### config.mk
export PLATFORM = sky130hd
export DESIGN_NAME = i2s_rx_audio
export DESIGN_NICKNAME = d
export VERILOG_FILES = /design/src/rtl/i2s_rx_audio.sv
export SDC_FILE = /design/constraint.sdc
export NUM_CORES = 1
export LEC_CHECK = 0
export BUFFER_PORTS_ARGS = -buffer_cell sky130_fd_sc_hd__buf_4
export CAP_MARGIN = 30
export CORE_MARGIN = 4
export CORE_UTILIZATION = 35
export CTS_BUF_LIST = sky130_fd_sc_hd__clkbuf_16
export DETAILED_ROUTE_END_ITERATION = 8
export PLACE_DENSITY_LB_ADDON = 0.25
export SETUP_SLACK_MARGIN = 0.5
export SYNTH_ARGS = -nofsm -noshare
export SYNTH_HDL_FRONTEND = slang
export SYNTH_SLANG_ARGS = --single-unit
export TNS_END_PERCENT = 20
### constraint.sdc
create_clock -name clk_i -period 2.8 [get_ports clk_i]
set_clock_uncertainty 0.1 [all_clocks]
set_input_delay 0 -clock clk_i [delete_from_list [all_inputs] [get_ports clk_i]]
set_output_delay 0 -clock clk_i [all_outputs]
set_load 0.01 [all_outputs]
### src/rtl/i2s_rx_audio.sv
// i2s_rx_audio
//   Receives a standard I2S stream (left slot with lrclk = 0, right slot with
//   lrclk = 1, MSB one bit after the lrclk edge) and presents each
//   left/right pair as parallel two's complement samples.
//   The bit clock, word select and data are asynchronous to clk_i. They are
//   synchronized first and only their synchronized copies are used.
//
// Parameters
//   WIDTH        sample width in bits (1..31)
//   SYNC_STAGES  synchronizer depth for sclk_i/lrclk_i/sdata_i (>= 2)
//
// Ports
//   clk_i    system clock, rising edge
//   rst_i    synchronous active-high reset
//   sclk_i   I2S bit clock (at most clk_i/4)
//   lrclk_i  I2S word select, 0 = left, 1 = right
//   sdata_i  I2S serial data, MSB first
//   left_o   last complete left sample
//   right_o  last complete right sample
//   valid_o  one-cycle pulse when a new left/right pair is presented
//   err_o    one-cycle pulse when a slot ends before WIDTH bits arrived
//
// Optional feature
//   I2S_RX_SLOT_ERR_EN  when defined, err_o reports truncated slots;
//                       otherwise err_o is tied to 0.
module i2s_rx_audio #(
  parameter int WIDTH       = 16,
  parameter int SYNC_STAGES = 2
) (
  input  logic             clk_i,
  input  logic             rst_i,
  input  logic             sclk_i,
  input  logic             lrclk_i,
  input  logic             sdata_i,
  output logic [WIDTH-1:0] left_o,
  output logic [WIDTH-1:0] right_o,
  output logic             valid_o,
  output logic             err_o
);

  localparam int CW = $clog2(WIDTH + 1);
  // The shift register only needs WIDTH-1 bits: the last bit of a word is
  // taken straight from the synchronized data line when the word is latched.
  localparam int SW = (WIDTH > 1) ? WIDTH - 1 : 1;

  typedef enum logic [1:0] {HUNT, SHIFT, PAD} state_t;

  state_t state, state_next;

  logic [SYNC_STAGES-1:0] sclk_sync, lrclk_sync, sdata_sync;
  logic                   sclk_s, lrclk_s, sdata_s;
  logic                   sclk_prev, lrclk_prev;
  logic                   rise, lr_change;
  logic [CW-1:0]          bit_cnt;
  logic [SW-1:0]          shift_reg;
  logic [SW:0]            shift_ext;
  logic [WIDTH-1:0]       word, left_hold;
  logic                   channel, have_left, valid_pend;
  logic                   restart, shift_en, latch, trunc;

  always_ff @(posedge clk_i) begin
    if (rst_i) begin
      sclk_sync  <= '0;
      lrclk_sync <= '0;
      sdata_sync <= '0;
      sclk_prev  <= 1'b0;
    end else begin
      sclk_sync  <= {sclk_sync[SYNC_STAGES-2:0], sclk_i};
      lrclk_sync <= {lrclk_sync[SYNC_STAGES-2:0], lrclk_i};
      sdata_sync <= {sdata_sync[SYNC_STAGES-2:0], sdata_i};
      sclk_prev  <= sclk_s;
    end
  end

  assign sclk_s    = sclk_sync[SYNC_STAGES-1];
  assign lrclk_s   = lrclk_sync[SYNC_STAGES-1];
  assign sdata_s   = sdata_sync[SYNC_STAGES-1];
  assign rise      = sclk_s & ~sclk_prev;
  assign lr_change = lrclk_s ^ lrclk_prev;
  assign shift_ext = {shift_reg, sdata_s};
  assign word      = shift_ext[WIDTH-1:0];

  always_ff @(posedge clk_i) begin
    if (rst_i) begin
      state <= HUNT;
    end else begin
      state <= state_next;
    end
  end

  // Every lrclk edge (seen on an sclk rise) starts a new slot and drops the
  // data bit of that rise, which is the one-bit I2S delay. Leaving SHIFT on
  // an edge means the slot was shorter than WIDTH bits.
  always_comb begin
    state_next = state;
    restart    = 1'b0;
    shift_en   = 1'b0;
    latch      = 1'b0;
    trunc      = 1'b0;
    if (rise) begin
      case (state)
        HUNT: begin
          if (lr_change) begin
            restart    = 1'b1;
            state_next = SHIFT;
          end
        end
        SHIFT: begin
          if (lr_change) begin
            restart    = 1'b1;
            trunc      = 1'b1;
            state_next = SHIFT;
          end else begin
            shift_en = 1'b1;
            if (bit_cnt == CW'(WIDTH - 1)) begin
              latch      = 1'b1;
              state_next = PAD;
            end
          end
        end
        PAD: begin
          if (lr_change) begin
            restart    = 1'b1;
            state_next = SHIFT;
          end
        end
        default: state_next = HUNT;
      endcase
    end
  end

  // have_left marks a left word that is still waiting for its right partner.
  // It is dropped when a new left slot starts or any slot is truncated, so a
  // pair is only presented after a complete left followed by a complete right.
  always_ff @(posedge clk_i) begin
    if (rst_i) begin
      lrclk_prev <= 1'b0;
      channel    <= 1'b0;
      bit_cnt    <= '0;
      shift_reg  <= '0;
      left_hold  <= '0;
      have_left  <= 1'b0;
      left_o     <= '0;
      right_o    <= '0;
      valid_pend <= 1'b0;
      valid_o    <= 1'b0;
    end else begin
      valid_pend <= 1'b0;
      valid_o    <= valid_pend;
      if (rise) begin
        lrclk_prev <= lrclk_s;
      end
      if (restart) begin
        channel   <= lrclk_s;
        bit_cnt   <= '0;
        shift_reg <= '0;
        if (!lrclk_s || trunc) begin
          have_left <= 1'b0;
        end
      end else if (shift_en) begin
        shift_reg <= shift_ext[SW-1:0];
        bit_cnt   <= bit_cnt + CW'(1);
        if (latch) begin
          if (!channel) begin
            left_hold <= word;
            have_left <= 1'b1;
          end else if (have_left) begin
            left_o     <= left_hold;
            right_o    <= word;
            valid_pend <= 1'b1;
            have_left  <= 1'b0;
          end
        end
      end
    end
  end

`ifdef I2S_RX_SLOT_ERR_EN
  always_ff @(posedge clk_i) begin
    if (rst_i) begin
      err_o <= 1'b0;
    end else begin
      err_o <= trunc;
    end
  end
`else
  assign err_o = 1'b0;
`endif

endmodule

Word level (Yosys, flattened, before mapping)
Index checks and enable logic that the tools add are counted.
{"block": "word_totals", "ff_bits": 82, "inputBits": 5, "word_cells": 64, "out_inout_bits": 34}
{"block": "classes", "eq_ne": 6, "mux": 22, "reduce_logical": 13, "n_bitwise": 7, "addsub": 1}
{"cell": "1-bit two-way mux", "count": 18}
{"cell": "2-bit two-way mux", "count": 3}
{"cell": "3-bit AND reduction", "count": 2}
{"cell": "5-bit by 1-bit adder with 5-bit output (second input constant)", "count": 1}
{"cell": "5-bit by 4-bit == test with 1-bit output (second input constant)", "count": 1}
{"cell": "1-bit NOT", "count": 5}
{"cell": "5-bit AND reduction", "count": 1}
{"cell": "5-bit OR reduction", "count": 1}
{"cell": "2-bit by 1-bit inequality test with 1-bit output (second input constant)", "count": 2}
{"cell": "2-bit case mux with 2 select lines", "count": 1}
{"cell": "4-bit AND reduction", "count": 1}
{"cell": "2-bit nonzero test", "count": 2}
{"cell": "2-bit OR reduction", "count": 2}
{"cell": "3-bit inequality test (second input constant)", "count": 1}
{"cell": "3-bit OR reduction", "count": 1}
{"cell": "2-bit by 1-bit == test with 1-bit output (second input constant)", "count": 1}
{"cell": "2-bit == test (second input constant)", "count": 1}
{"cell": "2-bit logical NOT", "count": 1}
{"cell": "1-bit AND", "count": 1}
{"cell": "1-bit logical NOT", "count": 1}
{"cell": "1-bit logical OR", "count": 1}
{"cell": "1-bit bitwise XOR", "count": 1}

Logic depth before layout (Yosys ltp)
Gate-level depths: netlist (run 1).
{"block": "logic_depth", "ltp_word": 8, "depth_mapped": 9}

Worst setup path after synthesis (run 1)
No wires, ideal clock.
{"block": "synth_timing", "kind": "reg-to-reg", "startpoint": "register bit_cnt[0]", "endpoint": "register left_hold[4]", "path_buffers": 2, "period_less_slack_ps": 2034, "path_stages_with_launch": 10, "setup_time_ps": 132, "slack_ps": 766, "required_ps": 2568, "arrival_time_ps": 1802, "path_cell_list": "dfxtp_1 -> ha_1 -> and3_1 -> ha_1 -> inv_1 -> or4_4 -> buf_6 -> buf_6 -> nand2_1 -> a21oi_1"}
{"block": "synth_between", "elab_chain_cells": 6}
{"item": "start: declaration", "line": "54", "rtl": "logic [CW-1:0] bit_cnt;"}
{"item": "start signal: assignment", "line": "162", "rtl": "bit_cnt <= bit_cnt + CW'(1);"}
{"item": "5-bit by 4-bit == test with 1-bit output", "line": "115", "rtl": "if (bit_cnt == CW'(WIDTH - 1)) begin"}
{"item": "1-bit two-way mux", "line": "115"}
{"item": "1-bit two-way mux", "line": "109", "rtl": "if (lr_change) begin"}
{"item": "1-bit two-way mux", "line": "101", "rtl": "case (state)"}
{"item": "1-bit two-way mux", "line": "100", "rtl": "if (rise) begin"}
{"item": "4-bit AND reduction (no line)"}
{"item": "end signal: assignment", "line": "165", "rtl": "left_hold <= word;"}
{"item": "end: declaration", "line": "57", "rtl": "logic [WIDTH-1:0] word, left_hold;"}
No other way between the ends.
A chain may end at the register's enable or synchronous reset.

Worst setup path in the final report (run 1)
{"block": "layout_timing", "startpoint": "register bit_cnt[0]", "endpoint": "register left_hold[8]"}
The elaborated chain is that of the path after synthesis.

==> impl_results.md, run 1 <==
- Status: completed
- Global-route usage over all layers: 0.126
- # rows: 33
- Finished Layout Cells: roughly 500
- Final setup fails: 0
- Io pins: 39
- Yosys warning count: 0
- Post-Place Cells: 480
- Register area share after synthesis: 0.556
- RSZ-0062 raised after global routing: false
- Post-synthesis async set-or-reset flop share: 0
- ANT nets after route: 0
- Final Hold Vio Count: 0
- DR DRC count: 0
- Vias: about 2.3k
- Root buf cell: clkbuf_16
- Reg-to-reg critical path startpoint: bit_cnt[0]
- Fin. max-slew vios: 0
- Hpwl dp: 3790 um
- Area of the multi-input gates: around 1200 um^2
- DIE WIDTH: approximately 100 um
- Area of the die: roughly 10000 um^2
- Mapped Nets: 361
- Share of cells above drive strength 1: 0.160
- Clk slew on worst S/H paths: 0.06 ns
- DRT iter0 DRCs: 64
- Worst Reg2Reg Path Length in Cells: 7
- Main synth FF type: dfxtp_1
- Nets: 396
- Synthesized area: between 2000 and 3000 um^2
- Pre-Repair DR Iteration Count: 4
- Leakage power: 1.27 nW
- Grt ovf: 0
- Clk_lat worst skew: approximately 0.33 ns
- Fin Setup TNS: 0 ns
- Largest net degree at the start of global routing: 64
- Clk sinks: a little over 80
- Min cycle time layout: ~2.1 ns
- Vias in the first global route: 2,199
- Relative slew slack: 0.500
- Die height: about 100 um
- Post-synth top area cell: dfxtp_1
- Fmax: approximately 480 MHz
- # port buffers: 37
- Starting density of the core: 0.359
- Worst EP arrival: ~2.2 ns
- Element type at the critical path end: flop
- Max Cap Viol: 0
- Inserted Clock Buffers: 9
- Final-layout fill cell count: 837
- Hold Crit Class: input pin to flop
- Top cells by area, synth: dfxtp_1 (56%), nand2_1 (17%), a21oi_1 (11%)
- #FFs+latches synth: roughly 80
- Total routed wirelength: approximately 5700 um
- RR Endpoint: left_hold[8]
- Most common cell after layout, fill and taps aside: nand2_1
- Placer Congestion: 0.717
- Synth-to-Final Area Change: 21.6%
- Actual slew at the worst max-slew pin: about 0.75 ns
- PwrDens: between 600 and 700 nW/um^2
- N_diodes: 0
- First-pass GRT wire length: 10,200 um
- Via density: between 4 and 5
- Hold Worst Slack: around 0.065 ns
- Largest registers: left_hold x16, left_o x16, right_o x16
- Synth Instances: roughly 350
- Design Area, Final: ~3600 um^2
- Startpoint types: flop
- Core Region: a little over 8000 um^2
- DR WL/cell: 11.4 um
- Post-cts sizing count: 0
- CTS Buffer Depth: 2
- Placed Area: between 3000 and 4000 um^2
- H-tree levels: 3
- Post-synth EDFFs: 0
- Share of Yosys cell area claimed by the top area cell type: 0.556
- Critical path required time: 2.88 ns
- Beginning of the critical path: bit_cnt[0]
- Tcrit/Tclk final: 0.739
- Cell variety after synth: 31
- Flop2flop setup slack: 0.73 ns
- Synth Area per Inst: about 8.3 um^2
- Critical path class: flop to flop
- CTS tree: yes
- Initial antenna violation count: 0
- CP max FO: 17
- Setup crit end: left_hold[8]
- Storage element area: about 1600 um^2
- Peak supply drop: roughly 0.28 mV
- Most frequent cells in the layout: nand2_1 (130), dfxtp_1 (82), a21oi_1 (65), buf_4 (45), nor2_1 (10)
how the worst min path moves through the flow:
stage               startpoint  depth (start not counted)             to
finish                   rst_i                          2       state[1]
global route             rst_i                          2       state[1]
CTS                      rst_i                          2     valid_pend
detailed placement      sclk_i                          2   sclk_sync[0]
global placement        sclk_i                          2   sclk_sync[0]
floorplan              lrclk_i                          1  lrclk_sync[0]
power breakdown:
part	leakage, nW	internal (mW)	switching, mW	total [mW]
Combinational	0.487	0.0138	0.0264	0.0402
Clock	0.124	0.587	0.439	1.03
Sequential	0.662	1.17	0.00298	1.17
Total	1.27	1.77	0.468	2.24
metrics by stage:
stage | utilization | setup slack (ns) | power, mW
global placement | 0.401 | 0.776 | 1.24
CTS | 0.437 | 0.705 | 2.28
floorplan | - | 0.766 | 1.23
detailed placement | 0.401 | 0.718 | 1.24
finish | 0.437 | 0.730 | 2.24
global route | 0.437 | 0.569 | 2.34
worst max-delay path, cell delays in order, from the launching register on:
cell and delay [ns]:
dfxtp_1 0.36, ha_1 0.18, and3_1 0.16, ha_1 0.19
inv_1 0.10, or4_4 0.65, nand2_1 0.11, a21oi_1 0.06
routing by layer:
metal,vias to the layer above,global-route usage,part of all wire
li1,1218,-,-
met1,1046,0.172,0.52
met2,32,0.189,0.44
met3,2,0.0243,0.032
met4,0,0.0630,0.0053
met5,-,0,0
cells in the mapped netlist, types with 3 or more instances:
master and instances:
nand2_1 130, dfxtp_1 82, a21oi_1 65, buf_2 10
clkbuf_1 10, nor2_1 10, nor2b_1 9, nand3_1 4
buf_6 3, o21ai_0 3, xnor2_1 3
final cells by class:
class,count,share of cell area
inverter,2,0.00209
clock inverter,7,0.0101
tap,105,0.0366
multi-input combinational,246,0.329
sequential,82,0.457
timing repair buffer,48,0.102
clock buffer,9,0.0627
kinds of logic after synthesis:
family	synth area share
buf+inv	0.0462
compound gates	0.128
other cells	0.00127
fa+ha+maj	0.00848
mux	0.00678
simple gates	0.238
flops	0.556
xor+xnor	0.0148
what timing repair did:
item / 4_1_cts / 5_1_grt
setup buffers: 0 / 0
endpoints found under the hold margin: 3 / 0
hold buffers: 3 / 0
endpoints found under the setup margin: 0 / 0
No activity file was read; power rests on OpenSTA's default activity.
==> run 2, diff against run 1 <==
==> constraint.sdc (replaced) <==
create_clock -name clk_i -period 2.15 [get_ports clk_i]
set_clock_uncertainty 0.1 [all_clocks]
set_input_delay 0 -clock clk_i [delete_from_list [all_inputs] [get_ports clk_i]]
set_output_delay 0 -clock clk_i [all_outputs]
set_load 0.01 [all_outputs]
==> impl_results.md, run 2 (same netlist as run 1, synthesis figures left out) <==
- Global-route usage over all layers: 0.131 (+0.00583)
- Final setup fails: 0 (unchanged)
- Sw Ratio: 0.205 (-0.00437)
- CTS tree: yes
- Share of cells above drive strength 1: 0.210 (+0.0505)
- Critical path required time: 2.26 ns (-0.62 ns)
- Fin. max-slew vios: 0 (unchanged)
- Pre-Repair DR Iteration Count: 4 (unchanged)
- DR WL/cell: 12.4 um (+8.3%)
- Critical path class: flop to flop
- Hpwl dp: 4030 um (+6.2%)
- DRT iter0 DRCs: 92 (+44%)
- Largest registers: left_hold x16, left_o x16, right_o x16
- Inserted Clock Buffers: 9 (unchanged)
- Total Power: 3.07 mW (+37%)
- H-tree levels: 3 (unchanged)
- Placer Congestion: 0.792 (+10%)
- Slowest Stage Delay on Critical Path: 0.38 ns (-0.27 ns)
- Largest net degree at the start of global routing: 38 (-41%)
- Total routed wirelength: 6310 um (+10%)
- # rows: 33 (unchanged)
- Leakage power: 1.36 nW (+6.5%)
- Tcrit/Tclk final: 0.855 (+0.115)
- CTS Buffer Depth: 2 (unchanged)
- DR DRC count: 0 (unchanged)
- Int Power: 2.44 mW (+38%)
- Flop pwr share: 0.499 (-0.025)
- Final Hold Vio Count: 0 (unchanged)
- Most frequent CP cell: ha_4
- Hold Crit Class: flop to flop
- Element type at the critical path end: flop
- RSZ-0062 raised after global routing: true
- Via density: 4.76 (+3.4%)
- Final-layout fill cell count: 825 (-1.4%)
- Die height: 99.8 um (unchanged)
- # port buffers: 37 (unchanged)
- Switching pwr: 628 uW (+34%)
- Clk_lat worst skew: 0.33 ns (about the same)
- Final worst setup slack: 0.313 ns (-0.417 ns)
- Synth-to-Final Area Change: 29.3%
- Startpoint types: flop
- Crit-path leading delay family: simple AND/OR/NAND/NOR gates
- Slowest CP cell: or3_4
- Starting density of the core: 0.359 (unchanged)
- Clk sinks: 82 (unchanged)
- Io pins: 39 (unchanged)
- Min cycle time layout: 1.84 ns (-0.233 ns)
- Root buf cell: clkbuf_16
- Most common cell after layout, fill and taps aside: nand2_1
- Clk pwr share: 0.479 (+0.021)
- Comb pwr share: 0.021 (+0.003)
- Most frequent cells in the layout: nand2_1 (129), dfxtp_1 (78), a21oi_1 (65), buf_4 (46)
- Area of the die: 9970 um^2 (unchanged)
- Vias in the first global route: 2,183 (-0.73%)
- First-pass GRT wire length: 10,400 um (+2.5%)
- Initial antenna violation count: 0 (unchanged)
- Peak supply drop: 0.406 mV (+47%)
- Fmax: 544 MHz (+13%)
- Pre-CTS setup slack: 0.244 ns (-0.474 ns)
- Max Cap Viol: 0 (unchanged)
- CP cell instances: ha_4 -> and3_4 -> ha_4 -> nand3_2 -> or3_4 -> buf_12 -> nand2_1 -> a21oi_1
- Status: completed
- Vias: 2,424 (+5.5%)
- ANT nets after route: 0 (unchanged)
- Grt ovf: 0 (unchanged)
- Nets: 407 (+2.8%)
- PwrDens: 803 nW/um^2 (+29%)
- CP Buf/Inv Count: 1 (unchanged)
- DIE WIDTH: 99.8 um (unchanged)
- CP max FO: 23 (+6)
- Core Region: 8220 um^2 (unchanged)
- Fin Setup TNS: 0 ns (unchanged)
- Clk slew on worst S/H paths: 0.06 ns (about the same)
- N_diodes: 0 (unchanged)
- Worst EP arrival: 1.94 ns (-0.21 ns)
run 2: cell count changes in the layout (fill, tap and decap cells not counted), sizes merged:
cell / delta
inv: +1
or4: +2
bufinv: +1
buf: +5
clkinv: -2
clkinvlp: -1
dlygate4sd3: +4
run 2: repair_timing:
item / in CTS / in global routing
setup endpoints to repair: 67 / 71
cloned: 2 / 0
setup buffers: 3 / 0
gates resized for setup: 5 / 9
pin swaps: 1 / 0
hold buffers: 7 / 0
endpoints found under the hold margin: 29 / 0
run 2: layout make-up:
| cell class | count | area (um^2) | area share |
|---|---|---|---|
| timing repair buffer | 57 | 478 | 0.125 |
| tap | 105 | 131 | 0.0344 |
| clock inverter | 6 | 60.1 | 0.0157 |
| inverter | 2 | 10.0 | 0.00262 |
| clock buffer | 9 | 225 | 0.0590 |
| multi-input combinational | 248 | 1270 | 0.332 |
| sequential | 82 | 1650 | 0.431 |
run 2: final timing paths:
path	startpoint	to	slack [ns]	cells past startpoint
hold reg to reg	valid_pend	valid_o	0.33	1
hold / removal	valid_pend	valid_o	0.33	1
setup / recovery	bit_cnt[1]	right_o[0]	0.31	8
setup reg to reg	bit_cnt[1]	right_o[0]	0.31	8
run 2: metrics by stage:
step / std cells / cell area [um^2] / hold slack, ns / utilization
floorplan: 354 / 2990 / 0.0282 / -
global placement: 482 / 3370 / 0.115 / 0.410
detailed placement: 482 / 3370 / 0.116 / 0.410
CTS: 509 / 3780 / 0.335 / 0.460
finish: 509 / 3820 / 0.334 / 0.465
global route: 509 / 3820 / 0.356 / 0.465
run 2: routing by layer:
layer / up-vias / global-route usage / part of all wire
li1: 1246 / - / -
met5: - / 0 / 0
met4: 0 / 0.0504 / 0.016
met1: 1126 / 0.167 / 0.44
met3: 9 / 0.0445 / 0.049
met2: 43 / 0.207 / 0.50
run 2: power by group through the flow:
stage	Clock [mW]	Combinational (mW)	Sequential [mW]
after floorplan	0	0.0385	1.56
after global placement	0	0.0533	1.56
after detailed placement	0	0.0535	1.56
after CTS	1.52	0.0642	1.53
after global routing	1.58	0.0722	1.53
final	1.47	0.0659	1.53
run 2: worst register-to-register path: stages, from the launching register on:
cell and delay, ns:
dfxtp_2 0.35, ha_4 0.13, and3_4 0.19, ha_4 0.16
nand3_2 0.10, or3_4 0.38, buf_12 0.17, nand2_1 0.08
a21oi_1 0.06
==> run 3, diff against run 2 <==
--- a/config.mk
+++ b/config.mk
@@ -7,12 +7,13 @@
 export LEC_CHECK = 0
 export BUFFER_PORTS_ARGS = -buffer_cell sky130_fd_sc_hd__buf_4
 export CAP_MARGIN = 30
+export CORE_ASPECT_RATIO = 0.75
 export CORE_MARGIN = 4
 export CORE_UTILIZATION = 35
 export CTS_BUF_LIST = sky130_fd_sc_hd__clkbuf_16
 export DETAILED_ROUTE_END_ITERATION = 8
 export PLACE_DENSITY_LB_ADDON = 0.25
-export SETUP_SLACK_MARGIN = 0.5
+export SETUP_SLACK_MARGIN = 0.4
 export SYNTH_ARGS = -nofsm -noshare
 export SYNTH_HDL_FRONTEND = slang
 export SYNTH_SLANG_ARGS = --single-unit
==> impl_results.md, run 3 (same netlist as run 1, synthesis figures left out) <==
- Reg-to-reg critical path startpoint: bit_cnt[1]
- Area of the multi-input gates: 1270 um^2 (unchanged)
- Final Hold Vio Count: 0 (unchanged)
- Critical path required time: 2.26 ns (about the same)
- Tcrit/Tclk final: 0.864 (+0.00975)
- Vias: 2,405 (-0.78%)
- Startpoint types: flop
- Placed Area: 3360 um^2 (-0.33%)
- Fmax: 538 MHz (-1.1%)
- CP Depth: 7 (-1)
- Synth-to-Final Area Change: 29.2% (about the same)
- Most frequent CP cell: ha_4
- Vias in the first global route: 2,252 (+3.2%)
- CTS Buffer Depth: 2 (unchanged)
- # rows: 28 (-15%)
- Largest net degree at the start of global routing: 39 (+2.6%)
- Worst Reg2Reg Path Length in Cells: 7 (-1)
- DRT iter0 DRCs: 167 (+82%)
- Storage element area: 1640 um^2 (-0.15%)
- Hpwl dp: 4080 um (+1.4%)
- Final setup fails: 0 (unchanged)
- Core Region: 8060 um^2 (-1.9%)
- Inserted Clock Buffers: 9 (unchanged)
- Fin Setup TNS: 0 ns (unchanged)
- Min-delay src: sdata_i
- Die height: 87.5 um (-12%)
- End of the worst hold path: sdata_sync[0]
- Slowest CP cell: or4_4
- N_diodes: 0 (unchanged)
- ANT nets after route: 0 (unchanged)
- Placer Congestion: 0.741 (-6.4%)
- Grt ovf: 0 (unchanged)
- Flop2flop setup slack: 0.29 ns (-0.02 ns)
- Status: completed
- RSZ-0062 raised after global routing: true
- Global-route usage over all layers: 0.141 (+0.00968)
- Total routed wirelength: 6670 um (+5.7%)
- Worst hold stages: 3 (+2)
- H-tree levels: 3 (unchanged)
- Most frequent cells in the layout: nand2_1 (128), dfxtp_1 (80), a21oi_1 (65), buf_4 (48), nor2_1 (10)
- Slowest Stage Delay on Critical Path: 0.57 ns (+0.19 ns)
- Peak supply drop: 0.413 mV (+1.8%)
- Io pins: 39 (unchanged)
- Area of the die: 9980 um^2 (+0.16%)
- CP max FO: 5 (-78%)
- Crit-path leading delay family: simple AND/OR/NAND/NOR gates
- Min cycle time layout: 1.86 ns (+0.0210 ns)
- # port buffers: 37 (unchanged)
- Element type at the critical path end: flop
- Design Area, Final: 3810 um^2 (about the same)
- Share of cells above drive strength 1: 0.205 (-0.00495)
- Initial antenna violation count: 0 (unchanged)
- Fin. max-slew vios: 0 (unchanged)
- First-pass GRT wire length: 11,000 um (+5.7%)
- CP Buf/Inv Count: 1 (unchanged)
- Total Power: 3.13 mW (+2.2%)
- Worst EP arrival: 1.97 ns (+0.03 ns)
- RR Endpoint: left_hold[15]
- Hold Crit Class: input pin to flop
- DR WL/cell: 13.1 um (+5.7%)
- Nets: 406 (-0.25%)
- Clk slew on worst S/H paths: 0.06 ns (about the same)
- CTS tree: yes
- Largest registers: left_hold x16, left_o x16, right_o x16
- DR DRC count: 0 (unchanged)
- Beginning of the critical path: bit_cnt[1]
- PwrDens: 821 nW/um^2 (+2.2%)
- Critical path class: flop to flop
- Final-layout fill cell count: 794 (-3.8%)
- Via density: 4.72 (-0.78%)
- Max Cap Viol: 0 (unchanged)
- Clk_lat worst skew: 0.34 ns (about the same)
- CP cell instances: ha_4 -> and3_4 -> ha_4 -> inv_4 -> or4_4 -> nand2_1 -> a21oi_1
- Most common cell after layout, fill and taps aside: nand2_1
- DIE WIDTH: 114 um (+14%)
- Pre-Repair DR Iteration Count: 4 (unchanged)
- Root buf cell: clkbuf_16
- Leakage power: 1.35 nW (-0.58%)
- Clk sinks: 82 (unchanged)
- Starting density of the core: 0.366 (+0.00708)
==> run 3: changes by cell type in the layout (fill, tap and decap cells not counted), sizes merged <==
cell         change
clkinv           -1
dlygate4sd3      -1
clkinvlp         +2
==> run 3: stage by stage <==
step	setup slack (ns)	utilization	std cells	hold WS (ns)
floorplan	0.248	-	354	0.0282
global placement	0.263	0.416	483	0.117
detailed placement	0.216	0.416	483	0.120
CTS	0.306	0.470	509	0.313
global route	0.232	0.473	509	0.359
finish	0.292	0.473	509	0.320
==> run 3: repair_timing <==
action | CTS | global route
pin swaps | 7 | 0
setup buffers | 2 | 0
cloned | 2 | 0
hold buffers | 6 | 0
resized for setup | 9 | 5
endpoints found under the hold margin | 25 | 0
endpoints found under the setup margin | 50 | 69
==> run 3: metal layers <==
layer | vias up | wire length (um) | track usage
met1 | 1120 | 3360 | 0.192
met2 | 33 | 2950 | 0.209
met4 | 0 | 86 | 0.0485
li1 | 1246 | - | -
met5 | - | 0 | 0
met3 | 6 | 270 | 0.0504
==> run 3: how the worst max path moves through the flow <==
stage	endpoint	slack [ns]
finish	left_hold[15]	0.29
global route	left_o[10]	0.23
CTS	left_hold[15]	0.31
detailed placement	left_o[3]	0.22
global placement	left_hold[2]	0.26
floorplan	left_hold[4]	0.25
==> run 3: layout make-up <==
type	count	area share
multi-input cells	248	0.332
clock inverters	7	0.0203
repair buffers	56	0.121
flip-flops and latches	82	0.431
clock buffers	9	0.0590
well taps	105	0.0344
inverters	2	0.00262
==> run 3: report_power, final <==
group,total [mW],internal [mW],switching (mW),leakage [nW]
Sequential,1.53,1.53,0.00484,0.663
Combinational,0.0607,0.0231,0.0376,0.545
Clock,1.54,0.906,0.636,0.140
==> run 3: worst min-delay path: cells and delay by family <==
| kind | cells | cell delay, ns |
|---|---|---|
| buffers and inverters | 2 | 0.62 |
| and+or+nand+nor | 1 | 0.10 |
